## src/rtl/srreg_arbiter.sv

```systemverilog
// srreg_arbiter: round-robin arbiter granting N requesters load/set/clear/hold access to one shared register
// Optional feature macro: SRREG_ARB_TIMEOUT_EN. When it is defined, RELEASE gives up after 16 cycles.
// Ports:
//   clk, rst_n      clock, asynchronous active-low reset
//   req[N]          level requests, held until ack
//   op[2N]          per-requester opcode {00 load, 01 set, 10 clear, 11 hold}
//   din[WIDTH*N]    per-requester load data
//   sclr            synchronous clear of q, overrides any committed op
//   gnt[N]          one-hot grant, held through GRANT and RELEASE
//   ack             one-cycle pulse when the granted op commits
//   q[WIDTH]        shared register
//   busy            FSM not in IDLE
//   timeout         one-cycle pulse when a RELEASE times out
module srreg_arbiter #(
    parameter int N     = 4,
    parameter int WIDTH = 8
) (
    input  logic               clk,
    input  logic               rst_n,
    input  logic [N-1:0]       req,
    input  logic [2*N-1:0]     op,
    input  logic [WIDTH*N-1:0] din,
    input  logic               sclr,
    output logic [N-1:0]       gnt,
    output logic               ack,
    output logic [WIDTH-1:0]   q,
    output logic               busy,
    output logic               timeout
);
    localparam int IW = N > 1 ? $clog2(N) : 1;
    typedef enum logic [1:0] {IDLE, GRANT, RELEASE} state_t;
    state_t           r_state;
    logic [N-1:0]     r_gnt;
    logic             r_ack;
    logic [WIDTH-1:0] r_q;
    logic [IW-1:0]    r_ptr;
    logic [IW-1:0]    r_idx;
    logic [N-1:0]     w_rot;
    logic [IW-1:0]    w_off;
    logic [IW-1:0]    w_win;
    logic [IW-1:0]    w_next;
    logic [1:0]       w_op;
    logic [WIDTH-1:0] w_din;
    int               w_sum;
    // Rotate requests so bit 0 is rr_ptr; the lowest set bit is then the winner's offset.
    always_comb begin
        w_rot = N'({req, req} >> r_ptr);
        w_off = '0;
        for (int k = N - 1; k >= 0; k--)
            if (w_rot[k]) w_off = IW'(k);
        w_sum = int'(r_ptr) + int'(w_off);
        w_win = IW'(w_sum >= N ? w_sum - N : w_sum);
    end
    assign w_next = (r_idx == IW'(N - 1)) ? '0 : r_idx + IW'(1);
    assign w_op   = op[2*r_idx +: 2];
    assign w_din  = din[WIDTH*r_idx +: WIDTH];
`ifdef SRREG_ARB_TIMEOUT_EN
    logic [3:0] r_cnt;
    logic       r_timeout;
    always_ff @(posedge clk or negedge rst_n) begin
        if (!rst_n) begin
            r_cnt     <= '0;
            r_timeout <= 1'b0;
        end else begin
            r_timeout <= 1'b0;
            r_cnt     <= (r_state == RELEASE) ? r_cnt + 4'd1 : '0;
            if (r_state == RELEASE && req[r_idx] && r_cnt == 4'd15)
                r_timeout <= 1'b1;
        end
    end
    assign timeout = r_timeout;
    wire w_rel_done = !req[r_idx] || r_cnt == 4'd15;
`else
    assign timeout = 1'b0;
    wire w_rel_done = !req[r_idx];
`endif
    always_ff @(posedge clk or negedge rst_n) begin
        if (!rst_n) begin
            r_state <= IDLE;
            r_gnt   <= '0;
            r_ack   <= 1'b0;
            r_q     <= '0;
            r_ptr   <= '0;
            r_idx   <= '0;
        end else begin
            r_q <= sclr ? '0 :
                   (r_state != GRANT) ? r_q :
                   (w_op == 2'b00) ? w_din :
                   (w_op == 2'b01) ? {WIDTH{1'b1}} :
                   (w_op == 2'b10) ? '0 : r_q;
            case (r_state)
                IDLE: if (|req) begin
                    r_state <= GRANT;
                    r_gnt   <= N'(1) << w_win;
                    r_idx   <= w_win;
                end
                GRANT: begin
                    r_state <= RELEASE;
                    r_ack   <= 1'b1;
                end
                RELEASE: begin
                    r_ack <= 1'b0;
                    if (w_rel_done) begin
                        r_state <= IDLE;
                        r_gnt   <= '0;
                        r_ptr   <= w_next;
                    end
                end
                default: r_state <= IDLE;
            endcase
        end
    end
    assign gnt  = r_gnt;
    assign ack  = r_ack;
    assign q    = r_q;
    assign busy = r_state != IDLE;
endmodule

```

## config.mk

```make
export PLATFORM = sky130hd
export DESIGN_NAME = srreg_arbiter
export DESIGN_NICKNAME = d
export VERILOG_FILES = /design/src/rtl/srreg_arbiter.sv
export SDC_FILE = /design/constraint.sdc
export NUM_CORES = 1
export LEC_CHECK = 0
export ABC_AREA = 1
export CORE_MARGIN = 4
export CORE_UTILIZATION = 45
export DETAILED_ROUTE_END_ITERATION = 7
export PLACE_DENSITY = 0.86
export SLEW_MARGIN = 5
export SYNTH_ARGS = -nofsm -noshare
export SYNTH_HDL_FRONTEND = slang
export SYNTH_SLANG_ARGS = --single-unit
```

## constraint.sdc

```tcl
create_clock -name clk -period 5.8 [get_ports clk]
set_clock_uncertainty 0.1 [all_clocks]
set_input_delay 1.16 -clock clk [delete_from_list [all_inputs] [get_ports clk]]
set_output_delay 1.16 -clock clk [all_outputs]
set_load 0.01 [all_outputs]
```

==> results of run 1 <==
## tightest hold or removal path, stage by stage (launching register included)
cell and delay, ns:
dfrtp_1 0.35, nand2_1 0.05, nand2_1 0.06
## cells in the final DEF, fill, tap and decap left out, types with 2 or more instances in the layout
| cell type | count |
|---|---|
| nor2_1 | 6 |
| nand2_2 | 7 |
| inv_2 | 3 |
| a21oi_1 | 14 |
| clkdlybuf4s50_1 | 60 |
| clkbuf_4 | 3 |
| o21ai_1 | 8 |
| ha_1 | 8 |
| inv_1 | 8 |
| nand3_1 | 39 |
| clkinv_2 | 2 |
| nand2_1 | 72 |
| o21ai_0 | 2 |
| dfrtp_1 | 19 |
## cell usage after synthesis, types with 2 or more instances
cell type | instances | area [µm²]
nand2_1 | 72 | 270
ha_1 | 8 | 100
buf_2 | 6 | 30.0
o21ai_1 | 8 | 40.0
nand3_1 | 39 | 195
nor2_1 | 6 | 22.5
a21oi_1 | 14 | 70.1
dfrtp_1 | 19 | 475
o21ai_0 | 2 | 10.0
nand2_2 | 7 | 43.8
inv_2 | 3 | 11.3
inv_1 | 8 | 30.0
## power breakdown
part / internal (µW) / switching, µW
logic: 252 / 332
registers: 186 / 68.6
clock network: 25.7 / 39.7
## worst min path at each step
| stage | from | endpoint | slack [ns] | cells after the start |
|---|---|---|---|---|
| floorplan | gnt[2] | gnt[2] | 0.42 | 2 |
| global placement | gnt[2] | gnt[2] | 0.36 | 2 |
| detailed placement | gnt[0] | gnt[0] | 0.37 | 2 |
| CTS | gnt[0] | gnt[0] | 0.40 | 2 |
| global route | gnt[2] | gnt[2] | 0.44 | 2 |
| finish | gnt[0] | gnt[0] | 0.39 | 2 |
## state kept, by name, indices dropped and copies added, names as in the netlist
name and count:
q 8, gnt 4, r_idx 2, r_ptr 2, r_state 2, ack 1
## final cells by class
cell class	instances	share of cell area [%]
timing repair buffer	60	29.3
clock inverter	1	0.244
clock buffer	3	1.10
sequential	19	23.2
tap	44	2.68
inverter	13	2.44
multi-input combinational	168	41.1
## routing by layer
layer	up-vias	share of wire [%]	global-route usage (%)
met2	48	46	30.2
met4	0	2.8	9.70
met1	686	46	26.9
met5	-	0	0
li1	802	-	-
met3	8	5.5	1.76
## cell families after synthesis
family	count (synthesis)	synth area share, %
xor gates and xnor gates	1	0.621
adders and majority gates	8	7.10
AOI/OAI and AO/OA	30	12.1
buffers and inverters	21	6.48
and+or+nand+nor	128	39.8
DFF	19	33.7
other	1	0.266
## stage by stage
step	util [%]	hold slack, ns
global route	67.8	0.439
finish	67.8	0.394
CTS	67.8	0.399
global placement	66.9	0.365
detailed placement	66.9	0.374
floorplan	-	0.415
==> results.cfg, run 1 <==
[floorplanning]
dieHeight_um = 64.0
pin_count = 62
rows = 20
die_area_mm2 = 0.00409
start_util_pct = 46.6
die_w_um = 64.0
core_mm2 = 0.00303

[timing]
period_needed_ns = 3.09
drv_slew = 0
setup_viol = 0
worstMarginPinSlew_ns = 0.817
hold_viol = 0
rsz0062_at_grt = no
setup_tns_ns = 0
final.setup.worst_slack_ns = 2.71
period_share_pct = 53.3
fmax_ghz = 0.323
slew_headroom_pct = 45.4

[drt]
ant_nets = 0
drt_iter0_markers = 139
route.detailed.drc = 0
drt_first_pass_iters = 4
routed_wl_mm = 3.84
via_per_inst = 5.01
wire_per_inst_um = 12.5
dr_total_vias = 1544

[yosys]
synth_seq_cells = 19
synth_cell_types = 28
avgSynthCellArea_um2 = 6.78
yosys_most_used_dff = dfrtp_1
synth-edff-count = 0
yosys_warnings = 0
syn-cell-area_mm2 = 0.00141
synth_cells = 208
yosysSeqAreaShare_pct = 33.7
syn_nets = 263
async_flop_share_pct = 100

[run_status]
status = finished, final reports clean

[finish]
drive_above_1_share_pct = 6.44
register_area_um2 = 475
fin_cells = 308
fillers = 254
areaGrowthSynthToFinish_pct = 45.5
antenna_cells = 0
multi_input_area_um2 = 843
finalNetCount = 320
design_area_mm2 = 0.00205

[clock_tree]
postCtsSetupBuffers = 0
cts_tree = built
root_buffer = clkbuf_4
ctsResizeCount = 0
clk_path_buf_depth = 2
worst_skew_pair.late_latency_ns = 0.30
htree_levels = 1
cts_buffers = 3
cts.clk_slew.worst_paths_ns = 0.11
cts.sinks = 19
hold_buffers = 0

[grt]
grt_pass1_vias = 1438
overflow = 0
antenna_found_initial = 0
grt_usage_pct = 19.5
grt_pass1_wl_mm = 6.29
grt_max_degree = 26

[pwr]
total_power_uw = 905
vdd_drop_max_uv = 272
powerDensity_mw_per_mm2 = 441
p_leak_uw = 0.000955

[place]
place_hpwl_mm = 2.96
dpl_worst_slack_ns = 2.41
placed_area_mm2 = 0.00202
gp_congestion = 0.871
port_buffers = 60
dp.cells = 304

[setup_path]
worst_ep_arrival_time_ns = 3.17
critPathSlowestCell = clkdlybuf4s50_1
critPathTopFamily = compound AO/OA/AOI/OAI gates
cp.depth = 8
critical_path.max_stage_delay_ns = 0.45
worstPathMaxFanout = 9
crit_required_ns = 5.87
crit_path_end = q[7]
crit_type = in -> reg
r2r_setup_slack_ns = 2.88
crit_path_start_kind = input pin
critPathLaunch = op[2]
end_kind = register
path_buf_inv = 2
path_cells = clkdlybuf4s50_1, nand2_1, a32oi_1, inv_1, ha_1, o21ai_2, or2_0, o21ai_1
r2r_end = q[7]
r2r-start = r_idx[0]
reg2reg_depth = 8

[worst_hold_path]
hold_class = reg -> reg

[run]
maxCapViolations = 0
(Power assumes the default switching activity.)
==> inputs of run 2 (changes only) <==
--- a/config.mk
+++ b/config.mk
@@ -7,9 +7,9 @@
 export LEC_CHECK = 0
 export ABC_AREA = 1
 export CORE_MARGIN = 4
-export CORE_UTILIZATION = 45
+export CORE_UTILIZATION = 42
 export DETAILED_ROUTE_END_ITERATION = 7
-export PLACE_DENSITY = 0.86
+export PLACE_DENSITY = 0.81
 export SLEW_MARGIN = 5
 export SYNTH_ARGS = -nofsm -noshare
 export SYNTH_HDL_FRONTEND = slang
==> constraint.sdc (replaced) <==
create_clock -name clk -period 2.9 [get_ports clk]
set_clock_uncertainty 0.1 [all_clocks]
set_input_delay 0.58 -clock clk [delete_from_list [all_inputs] [get_ports clk]]
set_output_delay 0.58 -clock clk [all_outputs]
set_load 0.01 [all_outputs]
==> run 2 against run 1 <==
Effect of this change: total power up 110%; critical path depth did not move; flip-flop and latch count unchanged; register-to-register slack lost 2.3 ns; utilization fell by 1.2 points; setup slack worse by 2.1 ns; first-iteration DRC count up 32%; largest cell class unchanged; largest power group unchanged.
==> results.cfg, run 2 (same netlist as run 1, synthesis figures left out) <==
[run_status]
status = finished, final reports clean

[place]
port_buffers = 60
place_hpwl_mm = 3.17
gp_congestion = 0.838
dp.cells = 308
dpl_worst_slack_ns = 0.277

[drt]
route.detailed.drc = 0
drt_iter0_markers = 183
wire_per_inst_um = 12.7
ant_nets = 0
routed_wl_mm = 3.96
dr_total_vias = 1557
via_per_inst = 4.99
drt_first_pass_iters = 4

[grt]
grt_usage_pct = 18.6
overflow = 0
grt_max_degree = 20
grt_pass1_vias = 1384
antenna_found_initial = 0
grt_pass1_wl_mm = 6.29

[floorplanning]
pin_count = 62
rows = 20
die_area_mm2 = 0.00435
die_w_um = 65.9
start_util_pct = 45.1
dieHeight_um = 65.9
core_mm2 = 0.00313

[timing]
worstMarginPinSlew_ns = 0.808
fmax_ghz = 0.429
drv_slew = 0
period_share_pct = 80.5
hold_viol = 0
final.setup.worst_slack_ns = 0.567
setup_viol = 0
rsz0062_at_grt = no
slew_headroom_pct = 46.0
period_needed_ns = 2.33
setup_tns_ns = 0

[pwr]
p_leak_uw = 0.000974
vdd_drop_max_uv = 472
powerDensity_mw_per_mm2 = 895

[finish]
drive_above_1_share_pct = 7.84
layout_common_cells = nand2_1, clkdlybuf4s50_1, nand3_1, dfrtp_1, a21oi_1
final_common_cell = nand2_1
fin_cells = 312
areaGrowthSynthToFinish_pct = 47.6
largest_reg_flops = 8
finalNetCount = 324
antenna_cells = 0

[setup_path]
r2r_end = q[0]
worst_ep_arrival_time_ns = 2.41
critPathSlowestCell = dfrtp_1
critical_path.max_stage_delay_ns = 0.54
r2r-start = r_idx[0]
worstPathMaxFanout = 13
r2r_setup_slack_ns = 0.57
crit_required_ns = 2.98
crit_path_start_kind = register
end_kind = register
path_cells = inv_2, nand2_1, a32oi_1, inv_1, ha_1, o21ai_2, or2_0, o21ai_1
reg2reg_depth = 8
crit_type = reg -> reg

[run]
maxCapViolations = 0

[clock_tree]
cts.clk_slew.worst_paths_ns = 0.11
cts_buffers = 3
htree_levels = 1
root_buffer = clkbuf_4
worst_skew_pair.late_latency_ns = 0.30
postCtsSetupBuffers = 0
cts.sinks = 19
cts_tree = built
hold_buffers = 0
ctsResizeCount = 0
clk_path_buf_depth = 2

[worst_hold_path]
min-delay-start = gnt[0]
hold_depth = 2
holdPathEnd = gnt[0]
hold_class = reg -> reg
run 2: final cells by class:
cell class                      count  area, µm²
Sequential cell                    19        475
Clock inverter                      1       5.00
Inverter                           13       50.0
Clock buffer                        3       22.5
Tap cell                           44       55.1
Fill cell                         286       1050
Timing Repair Buffer               64        631
Multi-Input combinational cell    168        843
run 2: power breakdown:
part	internal [µW]	leakage, µW	total [µW]	switching (µW)
Clock	51.5	0.0000177	135	83.0
Combinational	539	0.000711	1260	720
Sequential	374	0.000245	469	94.9
Total	964	0.000974	1860	898
run 2: worst max-delay path, delay by kind of cell (launching register included):
| family | cells | cell delay, ns |
|---|---|---|
| adder cells (fa/ha/maj) | 1 | 0.30 |
| AND/OR/NAND/NOR | 2 | 0.45 |
| AO/OA/AOI/OAI | 3 | 0.52 |
| flip-flops | 1 | 0.54 |
| buffers and inverters | 2 | 0.30 |
run 2: worst max-delay path by stage:
stage / from / slack, ns / to
2_1_floorplan: r_idx[1] / 0.74 / q[0]
3_3_place_gp: op[2] / 0.34 / q[1]
3_5_place_dp: op[2] / 0.28 / q[7]
4_1_cts: r_idx[0] / 0.57 / q[0]
5_1_grt: r_idx[0] / 0.32 / q[7]
6_report: r_idx[0] / 0.57 / q[0]
run 2: routing by layer:
| layer | share of wire [%] | vias up | global-route usage, % |
|---|---|---|---|
| met5 | 0 | - | 0 |
| met4 | 2.6 | 0 | 8.38 |
| met3 | 7.6 | 9 | 3.06 |
| met2 | 44 | 50 | 26.4 |
| met1 | 46 | 687 | 27.5 |
| li1 | - | 811 | - |
run 2: metrics by stage:
stage	cell area [µm²]	hold WS, ns	util [%]	power (µW)
global route	2080	0.424	66.6	2050
finish	2080	0.394	66.6	1860
floorplan	1410	0.184	-	1300
CTS	2080	0.395	66.6	1880
detailed placement	2050	0.369	65.7	1730
global placement	2050	0.364	65.7	1710
